$ cat config.mk
export PLATFORM = sky130hd
export DESIGN_NAME = sobel_linebuf_ctrl
export DESIGN_NICKNAME = d
export VERILOG_FILES = /design/src/rtl/sobel_linebuf_ctrl.sv
export SDC_FILE = /design/constraint.sdc
export NUM_CORES = 1
export LEC_CHECK = 0
export CAP_MARGIN = 15
export CORE_MARGIN = 2
export CORE_UTILIZATION = 59
export CTS_CLUSTER_SIZE = 16
export DETAILED_ROUTE_END_ITERATION = 6
export GPL_ROUTABILITY_DRIVEN = 1
export PLACE_DENSITY_LB_ADDON = 0.05
export SLEW_MARGIN = 20
export SYNTH_ARGS = -nofsm -noshare
export SYNTH_HDL_FRONTEND = slang
export SYNTH_SLANG_ARGS = --single-unit
$ cat constraint.sdc
create_clock -name s_aclk -period 5.43 [get_ports s_aclk]
set_clock_uncertainty 0.05 [all_clocks]
set_input_delay 1.3575 -clock s_aclk [delete_from_list [all_inputs] [get_ports s_aclk]]
set_output_delay 1.3575 -clock s_aclk [all_outputs]
set_load 0.05 [all_outputs]
$ cat src/rtl/sobel_linebuf_ctrl.sv
// Read/write sequencer for the four line buffers feeding a 3x3 Sobel window.
// Pixels fill one buffer at a time; three full buffers are read in parallel per output line.
module sobel_linebuf_ctrl #(
    parameter int IMG_WIDTH = 512,
    parameter int CNT_W     = 12
) (
    input  logic             s_aclk,
    input  logic             s_aresetn,
    input  logic             s_pix_valid,
    output logic             s_pix_ready,
    output logic [3:0]       lb_wr_en,
    output logic [3:0]       lb_rd_en,
    output logic [1:0]       rd_sel,
    input  logic             out_prog_full,
    output logic             o_pix_valid,
    output logic             o_intr,
    output logic             dbg_state,
    output logic [CNT_W-1:0] dbg_stored_cnt
);

    localparam int PIX_W = $clog2(IMG_WIDTH);
    localparam logic [PIX_W-1:0] LAST_PIX = PIX_W'(IMG_WIDTH - 1);
    localparam logic [CNT_W-1:0] FULL_CNT = CNT_W'(4 * IMG_WIDTH);
    localparam logic [CNT_W-1:0] WIN_CNT  = CNT_W'(3 * IMG_WIDTH);

    typedef enum logic {
        IDLE = 1'b0,
        RD   = 1'b1
    } state_t;

    state_t           state;
    state_t           state_nxt;
    logic [1:0]       wr_idx;
    logic [1:0]       rd_idx;
    logic [PIX_W-1:0] wr_pix_cnt;
    logic [PIX_W-1:0] rd_pix_cnt;
    logic [CNT_W-1:0] stored_cnt;
    logic             wr;
    logic             rd;
    logic             rd_last;

    // Handshake: a pixel transfers on a cycle where s_pix_valid and s_pix_ready are both high;
    // ready depends only on the registered fill level, never on valid.
    assign s_pix_ready = (stored_cnt != FULL_CNT);
    assign wr          = s_pix_valid & s_pix_ready;
    assign rd          = (state == RD) & ~out_prog_full;
    assign rd_last     = rd & (rd_pix_cnt == LAST_PIX);

    assign rd_sel         = rd_idx;
    assign dbg_state      = (state == RD);
    assign dbg_stored_cnt = stored_cnt;

    // Strobe is masked while reset is held so a buffer is never written during reset.
    always_comb begin
        lb_wr_en = 4'b0000;
        if (wr && s_aresetn) begin
            lb_wr_en[wr_idx] = 1'b1;
        end
    end

    always_comb begin
        lb_rd_en = 4'b0000;
        if (rd) begin
            lb_rd_en[rd_idx]        = 1'b1;
            lb_rd_en[rd_idx + 2'd1] = 1'b1;
            lb_rd_en[rd_idx + 2'd2] = 1'b1;
        end
    end

    always_comb begin
        state_nxt = state;
        case (state)
            IDLE: if ((stored_cnt >= WIN_CNT) && !out_prog_full) state_nxt = RD;
            RD:   if (rd_last) state_nxt = IDLE;
            default: state_nxt = IDLE;
        endcase
    end

    always_ff @(posedge s_aclk or negedge s_aresetn) begin
        if (!s_aresetn) begin
            state <= IDLE;
        end else begin
            state <= state_nxt;
        end
    end

    always_ff @(posedge s_aclk or negedge s_aresetn) begin
        if (!s_aresetn) begin
            wr_idx     <= 2'd0;
            wr_pix_cnt <= '0;
        end else if (wr) begin
            if (wr_pix_cnt == LAST_PIX) begin
                wr_pix_cnt <= '0;
                wr_idx     <= wr_idx + 2'd1;
            end else begin
                wr_pix_cnt <= wr_pix_cnt + PIX_W'(1);
            end
        end
    end

    always_ff @(posedge s_aclk or negedge s_aresetn) begin
        if (!s_aresetn) begin
            rd_idx     <= 2'd0;
            rd_pix_cnt <= '0;
        end else if (rd) begin
            if (rd_last) begin
                rd_pix_cnt <= '0;
                rd_idx     <= rd_idx + 2'd1;
            end else begin
                rd_pix_cnt <= rd_pix_cnt + PIX_W'(1);
            end
        end
    end

    // Each window column consumes one pixel of the oldest buffer, so a full line frees one buffer.
    always_ff @(posedge s_aclk or negedge s_aresetn) begin
        if (!s_aresetn) begin
            stored_cnt <= '0;
        end else begin
            case ({wr, rd})
                2'b10:   stored_cnt <= stored_cnt + CNT_W'(1);
                2'b01:   stored_cnt <= stored_cnt - CNT_W'(1);
                default: stored_cnt <= stored_cnt;
            endcase
        end
    end

    always_ff @(posedge s_aclk or negedge s_aresetn) begin
        if (!s_aresetn) begin
            o_pix_valid <= 1'b0;
            o_intr      <= 1'b0;
        end else begin
            o_pix_valid <= rd;
            o_intr      <= rd_last;
        end
    end

endmodule

After elaboration in Yosys (flattened, before gate mapping)
Cells that the tools add are included.
W data, S select, Z words.
Word-level totals
  register bits: 37
  input bits: 4
  output and inout port bits: 26
  logic and storage cells: 62
Operators by class
  add/sub/neg operators: 7
  $lt $le $gt $ge: 9
  eq/ne operators: 5
  muxes and demuxes: 16
  bitwise gates (word level): 7
  reductions and logical operators: 10
Operator list (count)
  $pmux W12 S2: 1
  $add A9 B1 Y9 const B: 2
  $eq A9 B9 Y1 const B: 2
  $mux W9: 2
  $add A12 B1 Y12 const B: 1
  $ge A12 B11 Y1 const B: 1
  $lt A2 B3 Y1 const B: 4
  $ne A12 B12 Y1 const B: 1
  $sub A12 B1 Y12 const B: 1
  $demux W1 S2: 4
  $ge A2 B1 Y1 const B: 4
  $mux W4: 2
  $or A4 B4 Y4: 2
  $logic_and A1 B1 Y1: 6
  $mux W1: 6
  $add A2 B1 Y2 const B: 2
  $reduce_and A2 Y1: 2
  $and A1 B1 Y1: 3
  $add A2 B2 Y2 const B: 1
  $eq A2 B1 Y1 const B: 1
  $eq A2 B2 Y1 const B: 1
  $not A1 Y1: 2
  $pmux W1 S2: 1
  $reduce_bool A2 Y1: 1
  $logic_not A1 Y1: 1

Logic depth before layout (Yosys ltp)
Gate-level depths: netlist (run 1).
  word-level depth: 8
  gate-level depth with buffers: 11
  mapped depth without buffers: 10

Worst setup path after synthesis (run 1)
No wires, ideal clock.
  path kind: input to output
  start point: in out_prog_full
  end point: out lb_rd_en[0]
  data arrival time: 2.424 ns
  data required time: 4.023 ns
  path slack: 1.599 ns
  stages: 3
  buffers on the path: 1
  path through: nand2b_1 -> clkbuf_1 -> nor2_1
Between the ends
  cells in the longest elaborated chain, start to end: 3
Ends and longest elaborated chain
  start, declared: line 14  | input logic out_prog_full,
  $not A1 Y1: line 46  | assign rd = (state == RD) & ~out_prog_full;
  $and A1 B1 Y1: line 46
  $mux W4: line 63  | if (rd) begin
  end, declared: line 12  | output logic [3:0] lb_rd_en,
No other way between the ends.

Worst setup path after layout (run 1)
  start point: in s_pix_valid
  end point: out lb_wr_en[1]
Between the ends
  cells in the longest elaborated chain, start to end: 3
Ends and longest elaborated chain
  start, declared: line 9  | input logic s_pix_valid,
  $and A1 B1 Y1: line 45  | assign wr = s_pix_valid & s_pix_ready;
  $logic_and A1 B1 Y1: line 56  | if (wr && s_aresetn) begin
  $mux W4: line 56
  end, declared: line 11  | output logic [3:0] lb_wr_en,
No other way between the ends.

==> results of run 1 <==
## worst paths after layout
path                            slack [ps]                 end  depth (start not counted)
worst max-delay path                   880         lb_wr_en[1]                          5
worst min-delay path                   440       rd_pix_cnt[8]                          2
worst max register to register        1760  dbg_stored_cnt[11]                         10
worst min register to register         440       rd_pix_cnt[8]                          2
max in group asynchronous             3890  dbg_stored_cnt[10]                          2
min in group asynchronous             1110           wr_idx[1]                          2
## cells by family after synthesis
| group | Yosys count | share of synthesized area [%] |
|---|---|---|
| AND/OR/NAND/NOR | 89 | 18.9 |
| buffers and inverters | 15 | 2.62 |
| flip-flops | 37 | 40.4 |
| multiplexers | 4 | 1.91 |
| XOR/XNOR | 12 | 4.59 |
| AO/OA/AOI/OAI | 65 | 18.1 |
| adder cells (fa/ha/maj) | 24 | 13.4 |
## state kept, by name, summed over array words and instances, names as in the netlist
register / flops
rd_sel: 2
o_pix_valid: 1
rd_pix_cnt: 9
dbg_state: 1
dbg_stored_cnt: 12
wr_pix_cnt: 9
o_intr: 1
wr_idx: 2
## layout make-up
class / instances / area, sq um
clock buffer: 6 / 72.6
clock inverter: 2 / 10.0
fill: 305 / 988
inverter: 9 / 33.8
multi-input combinational: 194 / 1310
sequential: 37 / 926
tap: 48 / 60.1
timing repair buffer: 30 / 293
## power by group
group	internal, W	leakage (nW)	switching [W]
combinational	0.000262	0.786	0.000398
sequential	0.000365	0.445	0.000121
clock	0.0000889	0.0450	0.0000943
## placed cells by master (no fill, tap or decap), drive strengths merged, types with 3 or more instances in the layout
cell type,count
and3,10
nand3,5
clkdlybuf4s50,28
nor2,19
nand2,35
ha,23
xor2,7
a21o,7
a31oi,5
mux2,3
a21oi,8
clkbuf,6
inv,9
o21ai,30
o211ai,3
nor3,4
dfrtp,37
xnor2,5
## worst max-delay path: stages
cell             delay [ps]
clkdlybuf4s50_1         450
inv_1                    40
a31oi_2                 300
and3_1                  200
clkdlybuf4s50_1         790
## routing by layer
layer  vias to the layer above  part of all wire, %  track usage [%]
met1                       891                   51             34.7
li1                        936                    -                -
met4                         0                  1.2             8.42
met3                         4                  2.4             4.09
met5                         -                    0                0
met2                        33                   45             33.5
## stage by stage
stage	total power, W	setup slack, ps
global placement	0.00113	878
global route	0.00142	762
finish	0.00133	876
floorplan	0.000955	1600
detailed placement	0.00115	783
CTS	0.00133	873
==> summary.md, run 1 <==
| Metric | Value |
|---|---|
| Number of placement rows | 22 |
| Setup Viol. Count Final | 0 |
| Required time reported for the critical path endpoint | around 4000 ps |
| Overflow after GRT | 0 |
| Largest voltage drop on the vdd net | 0.000407 V |
| Cell at the root of the clock tree | clkbuf_8 |
| RSZ-0062 raised after global routing | false |
| Number of clock sinks | 37 |
| Fraction of the cycle the final worst path needs | a little over four fifths |
| Initial core utilization | 62.1% |
| Cells after Synth | 246 |
| Total negative setup slack | 0 ps |
| Crit path launch | s_pix_valid |
| Count of antenna-violating nets left after detailed routing | 0 |
| Design area | approximately 0.0027 sq mm |
| Tightest Pin Transition | between 600 and 700 ps |
| Placed cells | ~320 |
| Total length of routed wires | around 4600 um |
| Run status | finished, final reports clean |
| Net count of the finished layout | slightly above 300 |
| Clock transition at the registers of the reported paths | 70 ps |
| Port buffer count | 29 |
| Non-filler instance count after layout | ~330 |
| Via count normalized by instance count | 5.72 |
| Gates resized, CTS repair | 0 |
| Placeable Area | 0.00369 sq mm |
| CTS Buf Count | 5 |
| Via count of the first global-routing pass | ~1600 |
| Relative max-transition margin | a little under three fifths |
| Global-route wire length before repair | about 7700 um |
| Leakage power of the design | 1.28 nW |
| Crit path time final | around 4600 ps |
| Distinct cells, synth | 45 |
| Utilization after layout | approximately 73% |
| Number of enable-type register cells in the synthesized netlist | 0 |
| H-tree levels | 2 |
| Category of the worst setup path launch point | primary input |
| Share of the synthesized area in the top cell type | 40.4% |
| Top post-synthesis cells by area | dfrtp_1 (40%), ha_1 (13%), o21ai_0 (6.6%), nand2_1 (5.7%), nor2_1 (3.1%) |
| Placer's final routability congestion estimate | roughly 0.8 |
| Buffer depth of the longest clock path | 2 |
| Drt first-iter violations | ~180 |
| Number of buffers inserted for hold repair after clock tree synthesis | 0 |
| Clock tree from TritonCTS | yes |
| Flip-flop and latch count after synthesis | 37 |
| Sequential fraction of the synthesis area | 40.4% |
| Height of the die | between 60 and 70 um |
| Largest area contributor in the synthesized netlist | dfrtp_1 |
| Die Span X | around 66 um |
| Wire per inst | between 10 and 15 um |
| Num ports | 30 |
| Crit path arrival time | around 3200 ps |
| Remaining routing DRC violations | 0 |
| Path type of the worst min-delay path | flip-flop to flip-flop |
| Type of the setup path with the least slack | primary input to output port |
| Total track usage | 23.2% |
| Placed standard-cell area | around 0.0026 sq mm |
| Critical Path End Type | output port |
| Share of final-layout standard cells stronger than drive strength 1 | under 10% |
| Async set or reset register ratio after synthesis | 100% |
| Largest net degree at the start of global routing | 38 |
| Reg-to-reg startpoint | dbg_stored_cnt[5] |
| Pwr Density | between 400 and 500 mW/mm^2 |
| Clock latency at the later pin of the worst-skew pair | 280 ps |
| Number of max-cap violations | 0 |
| Cell types with the highest counts after synthesis | dfrtp_1 (37), nand2_1 (35), o21ai_0 (30) |
| Final hold viol count | 0 |
| DP HPWL | 3300 um |
| WHS | about 440 ps |
| Final slew viol count | 0 |
| Inserted Diodes | 0 |
| Count of vias placed by the detailed router | 1864 |
| Average cell area after synthesis | between 9 and 10 sq um |
| Post-CTS Repair Setup Buffers | 0 |
| Synth-to-Final Area Change | 17.9% |
| Area of the die | roughly 0.0044 sq mm |
| Startpoint of the lowest-slack hold path | rd_pix_cnt[8] |
| Nets in the synthesized netlist | 274 |
| Main flop type after synthesis | dfrtp_1 |
| Total standard cell area after synthesis | approximately 0.0023 sq mm |
| Number of antenna violations at the first check in global routing | 0 |
| Most repeated cell in the gate-level netlist after synthesis | dfrtp_1 |
| Number of optimization iterations in the first detailed-route pass | 5 |
| Maximum achievable frequency | 220 MHz |
| Ys Warns | 0 |
| Crit path max fanout | 7 |
(Power assumes the default switching activity.)
==> run 2, diff against run 1 <==
--- a/config.mk
+++ b/config.mk
@@ -7,7 +7,7 @@
 export LEC_CHECK = 0
 export CAP_MARGIN = 15
 export CORE_MARGIN = 2
-export CORE_UTILIZATION = 59
+export CORE_UTILIZATION = 50
 export CTS_CLUSTER_SIZE = 16
 export DETAILED_ROUTE_END_ITERATION = 6
 export GPL_ROUTABILITY_DRIVEN = 1
==> constraint.sdc (replaced) <==
create_clock -name s_aclk -period 3.95 [get_ports s_aclk]
set_clock_uncertainty 0.05 [all_clocks]
set_input_delay 0.9875 -clock s_aclk [delete_from_list [all_inputs] [get_ports s_aclk]]
set_output_delay 0.9875 -clock s_aclk [all_outputs]
set_load 0.05 [all_outputs]
==> run 2 against run 1 <==
  * Sequential share of layout area shrank 0.99 points
  * First-iteration DRC count shrank 55%
  * Combinational power up 39%
  * Cell count increased by 3.1%
  * Register-to-register slack got worse by 1100 ps
  * Worst hold slack worse by 12 ps
  * Die area rose by 17%
  * Largest cell class unchanged
  * Routed wire length increased by 2.0%
  * Sequential power grew 36%
  * Critical path type is now primary input to flip-flop
==> summary.md, run 2 (synthesis results as in run 1) <==
| Metric | Value |
|---|---|
| Run status | finished, final reports clean |
| Clock tree from TritonCTS | yes |
| Drt first-iter violations | 81 |
| Final slew viol count | 0 |
| Gates resized, CTS repair | 0 |
| Crit path time final | roughly 3500 ps |
| CTS Buf Count | 5 |
| Number of placement rows | 24 |
| Total length of routed wires | 4650 um |
| Cell at the root of the clock tree | clkbuf_8 |
| Type of the setup path with the least slack | primary input to flip-flop |
| Number of optimization iterations in the first detailed-route pass | 4 |
| Height of the die | approximately 72 um |
| Number of buffers inserted for hold repair after clock tree synthesis | 0 |
| DP HPWL | around 3500 um |
| Num ports | 30 |
| Leakage power of the design | ~1.3 nW |
| Fraction of the cycle the final worst path needs | between 80% and 90% |
| Critical Path End Type | flip-flop |
| Post-CTS Repair Setup Buffers | 0 |
| Cell at the slowest stage of the critical path | ha_1 |
| Total negative setup slack | 0 ps |
| Largest net degree at the start of global routing | 24 |
| H-tree levels | 2 |
| RSZ-0062 raised after global routing | false |
| Buffer depth of the longest clock path | 2 |
| Largest delay share family, worst path | adder cells |
| Highest-count cells in the layout ignoring fill and taps | dfrtp_1 (37), nand2_1 (35), o21ai_0 (30) |
| Clock transition at the registers of the reported paths | roughly 80 ps |
| Share of final-layout standard cells stronger than drive strength 1 | about an eighth |
| Relative max-transition margin | 63.6% |
| Net count of the finished layout | slightly above 300 |
| Die Span X | a little over 70 um |
| Number of max-cap violations | 0 |
| Required time reported for the critical path endpoint | ~4100 ps |
| Port buffer count | 29 |
| Number of filler instances in the final layout | roughly 380 |
| Synth-to-Final Area Change | 21.4% |
| WHS | 431 ps |
| Count of antenna-violating nets left after detailed routing | 0 |
| Area of the multi-input gates | 0.00131 sq mm |
| Final hold viol count | 0 |
| Most used cell along the critical path | ha_1 |
| Number of antenna violations at the first check in global routing | 0 |
| Placeable Area | 0.00438 sq mm |
| Wire per inst | between 10 and 15 um |
| Category of the worst setup path launch point | primary input |
| Crit path arrival time | about 3600 ps |
| Pwr Density | ~660 mW/mm^2 |
| Count of vias placed by the detailed router | 1851 |
| Path type of the worst min-delay path | flip-flop to flip-flop |
| Via count of the first global-routing pass | about 1800 |
| Inserted Diodes | 0 |
| Maximum achievable frequency | roughly 290 MHz |
| Largest voltage drop on the vdd net | around 0.00057 V |
| Total track usage | between 10% and 20% |
| Crit path max fanout | 11 |
| Total area of sequential cells | 926 sq um |
| Setup Viol. Count Final | 0 |
| Global-route wire length before repair | 8070 um |
| Area of the die | roughly 0.005 sq mm |
| Overflow after GRT | 0 |
| Initial core utilization | 52.3% |
| Remaining routing DRC violations | 0 |
| Number of flip-flops under the largest register name | 12 |
| Commonest non-fill, non-tap cell in the layout | dfrtp_1 |
| Placer's final routability congestion estimate | 0.861 |
| Peak per-stage delay on the critical path | 450 ps |
| Number of clock sinks | 37 |
| Crit-path cells | clkdlybuf4s50_1 -> nand2b_1 -> inv_1 -> ha_1 -> ha_1 -> o21a_1 -> o211a_1 -> and2_0 -> o41ai_1 -> and3b_1 |
| Clock latency at the later pin of the worst-skew pair | between 200 and 300 ps |
| Buffer and inverter count on the worst path | 2 |
| Tightest Pin Transition | 541 ps |
| Via count normalized by instance count | 5.51 |
[run 2: cell types whose count changed in the layout (fill, tap and decap cells not counted), sizes merged]
| cell | delta |
|---|---|
| buf | +14 |
| clkdlybuf4s50 | -8 |
[run 2: per-stage QoR]
stage / setup slack, ps / instances / power, W / cell area, sq um / utilization (%)
floorplan: 486 / 246 / 0.00131 / 2290 / -
global placement: 243 / 328 / 0.00157 / 2700 / 61.5
detailed placement: 155 / 328 / 0.00159 / 2700 / 61.5
CTS: 454 / 336 / 0.00186 / 2780 / 63.4
global route: 258 / 336 / 0.00198 / 2780 / 63.4
finish: 471 / 336 / 0.00184 / 2780 / 63.4
[run 2: power breakdown]
part	internal, W	switching, W	total (W)
Clock	0.000122	0.000138	0.000260
Combinational	0.000367	0.000549	0.000916
Sequential	0.000502	0.000161	0.000663
Total	0.000991	0.000848	0.00184
[run 2: layer usage]
metal  track usage [%]  up-vias  part of all wire (%)  routed length [um]
li1                  -      952                     -                   -
met1              27.3      874                    49                2300
met2              31.6       23                    47                2190
met3              4.08        2                   2.7                 125
met4              6.29        0                  0.82                  38
met5                 0        -                     0                   0
[run 2: worst register-to-register path, cell delays in order (launching register included)]
cell     delay, ps
dfrtp_1        420
nor4_1         530
a31oi_2        190
inv_2           90
ha_1           440
ha_1           360
o21a_1         230
o211a_1        250
and2_0         170
o41ai_1        270
and3b_1        210
[run 2: cell type report]
cell class / instances / area share, %
clock inverters: 2 / 0.360
multi-input cells: 194 / 46.9
repair buffers: 36 / 13.2
well taps: 52 / 2.34
flip-flops and latches: 37 / 33.3
inverters: 9 / 1.22
clock buffers: 6 / 2.61
[run 2: path summary, 6_finish.rpt]
check,endpoint,cells past startpoint,from,slack (ps)
min,wr_pix_cnt[7],1,wr_pix_cnt[7],430
min in group asynchronous,wr_idx[1],1,s_aresetn,560
max,dbg_stored_cnt[11],10,out_prog_full,470
max in group asynchronous,rd_pix_cnt[3],2,s_aresetn,2650
min reg2reg,wr_pix_cnt[7],1,wr_pix_cnt[7],430
max reg2reg,dbg_stored_cnt[11],10,dbg_stored_cnt[5],620
==> variant 1 (flow settings as in run 1) <==
`CNT_W`: 12 -> 10.
--- a/src/rtl/sobel_linebuf_ctrl.sv
+++ b/src/rtl/sobel_linebuf_ctrl.sv
@@ -2,7 +2,7 @@
 // Pixels fill one buffer at a time; three full buffers are read in parallel per output line.
 module sobel_linebuf_ctrl #(
     parameter int IMG_WIDTH = 512,
-    parameter int CNT_W     = 12
+    parameter int CNT_W     = 10
 ) (
     input  logic             s_aclk,
     input  logic             s_aresetn,
Interface: changed (resized dbg_stored_cnt); port bits go from 30 to 28. No check against the original RTL was run, so the function may have changed too.
==> variant 1 against run 1 <==
  * Non-clock buffer count down 2
  * Register-to-register slack got worse by 0.05 ns
  * Synthesized area shrank 7.5%
  * Critical endpoint is now lb_wr_en[3]
  * Utilization rose by 0.74 points
  * Setup slack lost 0.029 ns
  * Cell count down 5.2%
  * Sequential cell count fell by 2
  * Routed wire length is 12% lower
  * Design area shrank 7.2%
  * Critical path type unchanged
Power is not compared: it rests on default switching activity, and its combinational part moved more than twofold at a synthesized area within 25%.
==> variant 1: results (changes against run 1) <==
DR WL met3 103 um (-7.2%); GR Layer Usage met1 0.291 (-0.0558); placed wire-length estimate 2.90 mm (-12%); mux cell area share after synthesis 0.0278 (+0.00865); PnR worst setup slack 0.848 ns (-0.0286 ns); Reg clk slew, reported paths 0.11 ns (+0.04 ns); worst setup path end lb_wr_en[3]; Slew @ Worst Pin 0.577 ns (-0.0976 ns); met2 Use GR 0.333 (-0.00167); drt pass-1 iters 4 (-1); Synth Area in Adders 0.133 (-0.000862); root buffer cell clkbuf_4; pre-CTS setup slack 0.858 ns (+0.0746 ns); vias in the first global route 1577 (-4.4%); worst reg-to-reg setup slack 1.71 ns (-0.05 ns); max reg flops 10 (-2); Met1 Wirelength 2.02 mm (-13%); Seq/Total Area, Yosys 0.413 (+0.00932); nets 288 (-5.6%); critical path arrival 3.17 ns (+0.02 ns); XOR/XNOR Fraction of Synth Area 0.0496 (+0.00374); final-layout fill cell count 252 (-17%); worst r2r src dbg_stored_cnt[9]; placer congestion estimate 0.915 (+15%); WHS 0.442 ns (-0.000395 ns); share of cells above drive strength 1 0.0722 (+0.000301); Worst R2R End dbg_stored_cnt[9]; Final Routed Wirelength 4.02 mm (-12%); Tot GR Track Use 0.214 (-0.0183); status completed; Skew-Pair Late Insertion Delay 0.35 ns (+0.07 ns); I/O Buffers 27 (-6.9%); met3 usage 0.0581 (+0.0172); Synth cell types 41 (-8.9%)
==> variant 1: cell count changes after synthesis, sizes merged, moves of 2 or more <==
| cell | run 1 | this run |
|---|---|---|
| dfrtp | 37 | 35 |
| a21oi | 8 | 11 |
| a21o | 7 | 2 |
| ha | 23 | 21 |
| a31oi | 5 | 3 |
| o21ai | 30 | 27 |
| nor3 | 4 | 7 |
| inv | 9 | 11 |
==> variant 1: logic make-up after synthesis <==
group	count (synthesis)
flip-flops	35
multiplexers	5
XOR/XNOR	12
AO/OA/AOI/OAI	54
AND/OR/NAND/NOR	88
buffers and inverters	17
adder cells (fa/ha/maj)	22
==> variant 1: per-stage QoR <==
step	utilization	cell area [um^2]	std cells
4_1_cts	0.739	2510	309
5_1_grt	0.739	2510	309
6_report	0.739	2510	309
3_5_place_dp	0.715	2420	301
2_1_floorplan	-	2120	233
3_3_place_gp	0.715	2420	301
==> variant 1: worst min-delay path by stage <==
| stage | startpoint | endpoint | cells past startpoint |
|---|---|---|---|
| floorplan | wr_pix_cnt[7] | wr_pix_cnt[7] | 1 |
| global placement | wr_pix_cnt[8] | wr_pix_cnt[8] | 2 |
| detailed placement | wr_pix_cnt[8] | wr_pix_cnt[8] | 2 |
| CTS | wr_pix_cnt[7] | wr_pix_cnt[7] | 1 |
| global route | wr_pix_cnt[7] | wr_pix_cnt[7] | 1 |
| finish | wr_pix_cnt[7] | wr_pix_cnt[7] | 1 |
==> variant 1: final cells by class <==
type | count | area share
flip-flops and latches | 35 | 0.349
clock inverters | 3 | 0.0175
clock buffers | 5 | 0.0150
repair buffers | 28 | 0.109
inverters | 11 | 0.0165
multi-input cells | 181 | 0.470
well taps | 46 | 0.0230
==> variant 2 (config.mk and constraints of run 1) <==
Without the edit above. Make the reset (`s_aresetn`) synchronous in 5 clocked blocks.
--- a/src/rtl/sobel_linebuf_ctrl.sv
+++ b/src/rtl/sobel_linebuf_ctrl.sv
@@ -76,7 +76,7 @@
         endcase
     end
 
-    always_ff @(posedge s_aclk or negedge s_aresetn) begin
+    always_ff @(posedge s_aclk) begin
         if (!s_aresetn) begin
             state <= IDLE;
         end else begin
@@ -84,7 +84,7 @@
         end
     end
 
-    always_ff @(posedge s_aclk or negedge s_aresetn) begin
+    always_ff @(posedge s_aclk) begin
         if (!s_aresetn) begin
             wr_idx     <= 2'd0;
             wr_pix_cnt <= '0;
@@ -98,7 +98,7 @@
         end
     end
 
-    always_ff @(posedge s_aclk or negedge s_aresetn) begin
+    always_ff @(posedge s_aclk) begin
         if (!s_aresetn) begin
             rd_idx     <= 2'd0;
             rd_pix_cnt <= '0;
@@ -113,7 +113,7 @@
     end
 
     // Each window column consumes one pixel of the oldest buffer, so a full line frees one buffer.
-    always_ff @(posedge s_aclk or negedge s_aresetn) begin
+    always_ff @(posedge s_aclk) begin
         if (!s_aresetn) begin
             stored_cnt <= '0;
         end else begin
@@ -125,7 +125,7 @@
         end
     end
 
-    always_ff @(posedge s_aclk or negedge s_aresetn) begin
+    always_ff @(posedge s_aclk) begin
         if (!s_aresetn) begin
             o_pix_valid <= 1'b0;
             o_intr      <= 1'b0;
Formal check against the unedited RTL: differs if s_aresetn is asserted again (counterexample within 4 cycles, from zero or initial values and one cycle with s_aresetn low); with s_aresetn held inactive, the same outputs for 10 cycles.
==> variant 2 against run 1 <==
  * Synthesized cell count rose by 13%
  * Synthesized area fell by 1.9%
  * Sequential cell count is the same
  * Routed wire length rose by 6.9%
  * Setup slack better by 0.015 ns
  * Design area shrank 1.5%
  * Die area decreased by 1.8%
  * Critical path depth up 1
  * Fmax rose by 0.34%
  * Critical path type unchanged
Power is not compared: it rests on default switching activity, and its combinational part moved more than twofold at a synthesized area within 25%.
==> variant 2: results (changes against run 1) <==
Crit Path Max Fanout 11 (+4); via count 2070 (+11%); placed wire-length estimate 3.62 mm (+9.9%); drt pass-1 iters 4 (-1); Worst R2R End dbg_stored_cnt[10]; Synth cell types 42 (-6.7%); Worst Reg2Reg Path Length in Cells 11 (+1); Hold Path Sink wr_pix_cnt[8]; worst r2r src dbg_stored_cnt[2]; first-pass GRT wire length 8.36 mm (+7.9%); status completed; Slew @ Worst Pin 0.742 ns (+0.0670 ns); placed cell area 2570 um^2 (-1.7%); critical path arrival 3.13 ns (-0.02 ns); Placed Cells 346 (+8.8%); vias in the first global route 1929 (+17%); Tot GR Track Use 0.251 (+0.0188); largest net degree at the start of global routing 23 (-39%); Seq/Total Area, Yosys 0.329 (-0.0747); Syn Area/Cell 8.09 um^2 (-13%); Post-synth top cells dfxtp_1, a21oi_1, nor2_1, nand2_1, ha_1; vias per std cell 5.86 (+2.6%); DR iter-0 viols 160 (-12%); ys async rst share 0 (-1.00); Final Routed Wirelength 4.88 mm (+6.9%); Mapped Nets 306 (+12%); share of cells above drive strength 1 0.0492 (-0.0228); Synth area leaders dfxtp_1, ha_1, a21oi_1; Hold Path Origin wr_pix_cnt[8]
==> variant 2: cell count changes after synthesis, sizes merged, moves of 8 or more <==
cell,delta
dfrtp,-37
dfxtp,+37
a21oi,+20
o21ai,-14
nand3,+11
nand2,-10
nand4,+9
nor2,+8
==> variant 2: worst max-delay path by stage <==
| stage | start | endpoint | slack [ns] | cells after the start |
|---|---|---|---|---|
| after floorplan | out_prog_full | dbg_stored_cnt[10] | 1.57 | 10 |
| after detailed placement | out_prog_full | dbg_stored_cnt[10] | 0.78 | 10 |
| after global placement | s_pix_valid | dbg_stored_cnt[10] | 0.88 | 12 |
| final | s_pix_valid | lb_wr_en[2] | 0.89 | 6 |
| after CTS | s_pix_valid | lb_wr_en[2] | 0.89 | 6 |
| after global routing | s_pix_valid | lb_wr_en[3] | 0.82 | 6 |
==> variant 2: where the power goes <==
| part | internal [mW] | switching, mW |
|---|---|---|
| clock | 0.101 | 0.0945 |
| sequential | 0.274 | 0.00416 |
| combinational | 0.0143 | 0.0275 |
| total | 0.389 | 0.126 |
==> variant 2: area by class of cell <==
| type | instances | area [um^2] |
|---|---|---|
| well taps | 48 | 60.1 |
| fillers | 295 | 1000 |
| flip-flops and latches | 37 | 741 |
| repair buffers | 32 | 313 |
| multi-input cells | 217 | 1420 |
| clock buffers | 7 | 86.3 |
| inverters | 12 | 45.0 |
==> variant 2: through the flow <==
step                      total power [mW]  hold WS, ns  utilization  worst slack, ns
after floorplan                      0.313        0.391            -             1.57
after global placement               0.326        0.397        0.703            0.879
after detailed placement             0.327        0.411        0.703            0.776
after CTS                            0.523        0.421        0.727            0.886
after global routing                 0.537        0.439        0.727            0.820
final                                0.515        0.417        0.727            0.892
==> variant 2: worst min-delay path: stages, from the launching register on <==
cell and delay [ns]:
dfxtp_1 0.32, nand2_1 0.05, a21oi_1 0.05
==> variant 2: cells by family (layout without fill, tap and decap cells) <==
| logic type | count (synthesis) | after routing | synth area share |
|---|---|---|---|
| buffers and inverters | 24 | 51 | 0.0412 |
| multiplexers | 3 | 3 | 0.0134 |
| adder cells (fa/ha/maj) | 24 | 24 | 0.137 |
| AND/OR/NAND/NOR | 112 | 112 | 0.253 |
| flip-flops | 37 | 37 | 0.329 |
| XOR/XNOR | 10 | 10 | 0.0390 |
| AO/OA/AOI/OAI | 68 | 68 | 0.187 |
==> variant 2: layer usage <==
layer	up-vias	GRT usage	share of wire	wire length (um)
met5	-	0	0	0
met3	13	0.0565	0.046	224
met4	0	0.120	0.024	119
met2	54	0.442	0.50	2410
met1	950	0.284	0.43	2120
li1	1053	-	-	-
